<file path="src/rtl/dt_tree_engine.sv">
// Sequential binary decision-tree engine: walks one node per clock through a
// loadable node table and reports the class label reached for each sample.
module dt_tree_engine #(
    parameter int N_FEAT    = 51,
    parameter int N_NODES   = 64,
    parameter int CLASS_W   = 1,
    parameter int MAX_STEPS = 16,
    localparam int FIDX_W   = $clog2(N_FEAT),
    localparam int NIDX_W   = $clog2(N_NODES),
    localparam int NODE_W   = 1 + FIDX_W + 2 * NIDX_W,
    localparam int STEP_W   = $clog2(MAX_STEPS + 1)
) (
    input  logic               clk,
    input  logic               rst,
    input  logic               cfg_we,
    input  logic [NIDX_W-1:0]  cfg_addr,
    input  logic [NODE_W-1:0]  cfg_wdata,
    output logic               cfg_err,
    input  logic               in_valid,
    output logic               in_ready,
    input  logic [N_FEAT-1:0]  in_feat,
    output logic               out_valid,
    input  logic               out_ready,
    output logic [CLASS_W-1:0] out_class,
    output logic               out_err,
    output logic [STEP_W-1:0]  out_steps
);

    localparam int FPAD_W = 2 ** FIDX_W;
    localparam logic [NODE_W-1:0] LEAF0 = {1'b1, {(NODE_W-1){1'b0}}};

    typedef enum logic [1:0] {
        IDLE = 2'd0,
        WALK = 2'd1,
        DONE = 2'd2
    } state_e;

    state_e               state_q;
    logic [NODE_W-1:0]    node_q [N_NODES];
    logic [N_FEAT-1:0]    feat_q;
    logic [NIDX_W-1:0]    ptr_q;
    logic [STEP_W-1:0]    step_q;
    logic                 in_ready_q;
    logic                 out_valid_q;
    logic [CLASS_W-1:0]   out_class_q;
    logic                 out_err_q;
    logic [STEP_W-1:0]    out_steps_q;
    logic                 cfg_err_q;

    logic [NODE_W-1:0]    node_s;
    logic                 is_leaf_s;
    logic [FIDX_W-1:0]    fidx_s;
    logic [NIDX_W-1:0]    hi_s;
    logic [NIDX_W-1:0]    lo_s;
    logic [FPAD_W-1:0]    feat_pad_s;
    logic                 feat_bit_s;
    logic [NIDX_W-1:0]    ptr_d;
    logic                 last_step_s;
    logic                 accept_s;
    logic                 cfg_ok_s;
    logic                 cfg_drop_s;

    // Current-node decode and next-pointer selection; out-of-range pointers and
    // feature indices fall back to leaf/class 0 and a zero feature bit.
    always_comb begin
        node_s = LEAF0;
        if (32'(ptr_q) < N_NODES) begin
            node_s = node_q[ptr_q];
        end else begin
            node_s = LEAF0;
        end
        is_leaf_s   = node_s[NODE_W-1];
        fidx_s      = node_s[NODE_W-2 -: FIDX_W];
        hi_s        = node_s[2*NIDX_W-1 -: NIDX_W];
        lo_s        = node_s[NIDX_W-1:0];
        feat_pad_s  = FPAD_W'(feat_q);
        feat_bit_s  = feat_pad_s[fidx_s];
        ptr_d       = feat_bit_s ? hi_s : lo_s;
        last_step_s = (step_q == STEP_W'(MAX_STEPS - 1));
    end

    // Handshake qualification and config-write accept/drop decisions.
    always_comb begin
        accept_s   = in_valid & in_ready_q;
        cfg_ok_s   = 1'b0;
        cfg_drop_s = 1'b0;
        if (cfg_we) begin
            cfg_ok_s   = (state_q == IDLE) & ~accept_s & (32'(cfg_addr) < N_NODES);
            cfg_drop_s = ~cfg_ok_s;
        end else begin
            cfg_ok_s   = 1'b0;
            cfg_drop_s = 1'b0;
        end
    end

    // Node table storage; reset makes every node a class-0 leaf.
    always_ff @(posedge clk) begin
        if (rst) begin
            for (int i = 0; i < N_NODES; i++) begin
                node_q[i] <= LEAF0;
            end
        end else if (cfg_ok_s) begin
            node_q[cfg_addr] <= cfg_wdata;
        end
    end

    // Walk controller with registered handshake and result outputs.
    always_ff @(posedge clk) begin
        if (rst) begin
            state_q     <= IDLE;
            feat_q      <= '0;
            ptr_q       <= '0;
            step_q      <= '0;
            in_ready_q  <= 1'b1;
            out_valid_q <= 1'b0;
            out_class_q <= '0;
            out_err_q   <= 1'b0;
            out_steps_q <= '0;
            cfg_err_q   <= 1'b0;
        end else begin
            cfg_err_q <= cfg_drop_s;
            case (state_q)
                IDLE: begin
                    if (accept_s) begin
                        feat_q     <= in_feat;
                        ptr_q      <= '0;
                        step_q     <= '0;
                        in_ready_q <= 1'b0;
                        state_q    <= WALK;
                    end
                end
                WALK: begin
                    if (is_leaf_s) begin
                        out_class_q <= lo_s[CLASS_W-1:0];
                        out_err_q   <= 1'b0;
                        out_steps_q <= step_q + STEP_W'(1);
                        out_valid_q <= 1'b1;
                        state_q     <= DONE;
                    end else if (last_step_s) begin
                        // Step budget exhausted on an internal node: cyclic or too-deep tree.
                        out_class_q <= '0;
                        out_err_q   <= 1'b1;
                        out_steps_q <= STEP_W'(MAX_STEPS);
                        out_valid_q <= 1'b1;
                        state_q     <= DONE;
                    end else begin
                        ptr_q  <= ptr_d;
                        step_q <= step_q + STEP_W'(1);
                    end
                end
                DONE: begin
                    if (out_ready) begin
                        out_valid_q <= 1'b0;
                        in_ready_q  <= 1'b1;
                        state_q     <= IDLE;
                    end
                end
                default: begin
                    out_valid_q <= 1'b0;
                    in_ready_q  <= 1'b1;
                    state_q     <= IDLE;
                end
            endcase
        end
    end

    assign in_ready  = in_ready_q;
    assign out_valid = out_valid_q;
    assign out_class = out_class_q;
    assign out_err   = out_err_q;
    assign out_steps = out_steps_q;
    assign cfg_err   = cfg_err_q;

endmodule
</file>
<file path="config.mk">
export PLATFORM = sky130hd
export DESIGN_NAME = dt_tree_engine
export DESIGN_NICKNAME = d
export VERILOG_FILES = /design/src/rtl/dt_tree_engine.sv
export SDC_FILE = /design/constraint.sdc
export NUM_CORES = 2
export LEC_CHECK = 0
export ABC_CLOCK_PERIOD_IN_PS = 5940
export CORE_MARGIN = 2
export CORE_UTILIZATION = 35
export DETAILED_ROUTE_END_ITERATION = 16
export PLACE_DENSITY = 0.48
export RECOVER_POWER = 100
export SKIP_LAST_GASP = 1
export SYNTH_ARGS = -nofsm -noshare
export SYNTH_HDL_FRONTEND = slang
export SYNTH_SLANG_ARGS = --single-unit
</file>
<file path="constraint.sdc">
create_clock -name clk -period 5.94 [get_ports clk]
set_input_delay 0.594 -clock clk [delete_from_list [all_inputs] [get_ports clk]]
set_output_delay 0.594 -clock clk [all_outputs]
set_load 0.005 [all_outputs]
</file>
==> summary.txt <==
outcome -> finished, violations left
failing checks -> capacitance limit, slew limit
CP required -> 6.32 ns
Hold Path Origin -> rst
critical path's most frequent cell -> clkbuf_1
post-synth top area cell -> edfxtp_1
Arr. time, crit path -> 5.95 ns
Num CTS Buffers -> 146
Crit. End Element -> flip-flop
net count after synthesis -> 3,996
GPL Wtd Cong -> 0.816
sequential share of the synthesized area -> 0.645
Starting Density -> 0.353
Async SR Flop Fraction -> 0
CP startpoint kind -> flip-flop
worst r2r src -> state_q[0]$_SDFFE_PP0P_
Cell Rows -> 150
Vias/cell -> 5.22
dominant synthesized flop cell -> edfxtp_1
# nets final -> 4,023
top post-synthesis cells by area -> edfxtp_1, mux4_2, and2_1
CTS tree -> yes
number of global-route vias before repair -> 33,455
RSZ-0062 raised after global routing -> no
utilization after layout -> 0.397
CP peak stage delay -> 1.18 ns
area occupied by multi-input gates -> 19,400 um2
Warnings, synthesis -> 0
most common cell after layout, fill and taps aside -> edfxtp_1
crit path cell chain -> a211oi_1 > nor4bb_1 > nand2_1 > clkbuf_1 > nor2_1 > clkbuf_1 > or2_1
flop2flop setup slack -> 0.37 ns
worst path bufs/invs -> 2
DPL Wire Length -> 109 mm
Syn Area/Cell -> 15.1 um2
postcts setup bufs -> 0
die width -> 415 um
most frequent cells in the layout -> edfxtp_1, and2_1, and2_0, mux4_2, nand2_1
# resized after CTS -> 0
Post-Route WL -> 180 mm
first-pass GRT wire length -> 258 mm
number of port buffers -> 90
Slew headroom -> -1.57
FF+latch count, synth -> 1,296
setup TNS -> 0 ns
DRC viols -> 0
Post-synth EDFFs -> 1,216
H-tree levels -> 4
core box area -> 167,000 um2
Final Max Tran Viols -> 860
Post-Syn Area -> 59,100 um2
Gate Count Post-Synth -> 3,913
Clock Latency Late Sink -> 0.79 ns
Setup crit start -> state_q[0]$_SDFFE_PP0P_
Top delay family on crit path -> simple AND/OR/NAND/NOR gates
skew final -> 0.0206 ns
MaxCap Viol Count -> 40
Final Critical Period -> 5.57 ns
endpoints failing hold -> 0
Placement Setup Slack -> 0.704 ns
CTS Hold Buffers Added -> 0
Yosys top cell area share -> 0.618
all-layer global routing usage -> 0.208
max frequency -> 180 MHz
Worst Hold Class -> input pin to flip-flop
worst setup path category -> flip-flop to flip-flop
Ports -> 91
DRT Pass-1 Iters -> 6
Register Area -> 38,100 um2
pwr dens -> 302 nW/um2
Final Worst Setup Slack -> 0.370 ns
largest net degree at the start of global routing -> 83
Root Driver -> clkbuf_16
synth unique cells -> 71
layout cells sized above 1 -> 0.160
Leak -> 22.1 nW
master of the slowest instance on the critical path -> a211oi_1
VDD IR max -> 218 uV
Initial DRC Count -> 2,897
die area -> 172,000 um2
Die Y -> 415 um
total power -> 20.1 mW
GR Overflow Total -> 0
Worst Max-Slew Pin Slew -> 3.86 ns
Final setup viols -> 0
fillers -> 15,295
Area Growth Syn to Fin -> 12.7%
via count -> 32,640
CTS Sinks -> 1,296
initial antenna violation count -> 14
fin crit share -> 0.938
CTS clock-pin slew for the worst setup and hold paths -> 0.06 ns
routed length per placed instance -> 28.7 um
Max Buffers Root-to-Sink -> 3
post-route ant nets -> 0
crit-path max FO -> 19
[per-stage QoR]
| stage | hold WS [ns] | instances | area (um2) |
|---|---|---|---|
| global placement | 0.433 | 5996 | 62300 |
| CTS | 0.137 | 6257 | 66800 |
| detailed placement | 0.442 | 5996 | 62300 |
| floorplan | 0.424 | 3913 | 59100 |
| global route | 0.127 | 6257 | 66500 |
| finish | 0.164 | 6258 | 66500 |
[cell type report]
class / count / area share
Antenna cell: 1 / 0.0000376
Clock buffer: 182 / 0.0576
Clock inverter: 79 / 0.0108
Inverter: 12 / 0.000677
Multi-Input combinational cell: 2254 / 0.292
Sequential cell: 1296 / 0.573
Tap cell: 2204 / 0.0415
Timing Repair Buffer: 230 / 0.0244
[power by group]
| group | switching [mW] | total, mW | internal [mW] |
|---|---|---|---|
| Combinational | 0.632 | 0.869 | 0.237 |
| Clock | 3.77 | 8.83 | 5.05 |
| Sequential | 0.101 | 10.4 | 10.3 |
| Total | 4.51 | 20.1 | 15.6 |
[cells in the mapped netlist (11+ instances only)]
library cell  number
buf_4             12
nor2b_1           11
a21oi_1           90
and2_1          1156
mux4_2           342
or3_1             69
a22oi_1           19
nor2_1            92
dfxtp_1           80
nand3_1           21
edfxtp_1        1216
buf_2             35
mux2_2            11
or2_2             64
nand2_1          185
mux2i_1           71
clkbuf_1         254
buf_1             40
[flip-flops by register name, indices dropped and copies added (netlist names), named ones only]
register	flops
node_q	1216
feat_q	51
ptr_q	6
out_steps	5
step_q	5
state_q	2
cfg_err	1
in_ready	1
out_class	1
out_err	1
out_valid	1
[routing by layer]
metal | wire length (um) | up-vias | GRT usage
met1 | 79800 | 17202 | 0.293
li1 | - | 14419 | -
met2 | 87700 | 813 | 0.338
met5 | 0 | - | 0
met3 | 7880 | 206 | 0.0278
met4 | 4530 | 0 | 0.0573
[worst paths after layout]
check,endpoint,depth (start not counted)
hold reg to reg,feat_q[28]$_SDFFE_PP0P_,2
setup reg to reg,node_q[50][7]$_SDFFCE_PN0P_,7
hold / removal,cfg_err$_SDFF_PP0_,2
setup / recovery,node_q[50][7]$_SDFFCE_PN0P_,7
[cells by family after synthesis]
logic type	synth area share
muxes	0.146
and+or+nand+nor	0.163
adders and majority gates	0.000424
xor gates and xnor gates	0.000297
AOI/OAI and AO/OA	0.0192
DFF	0.645
buffers and inverters	0.0258
Power figures use the tool's default switching activity.
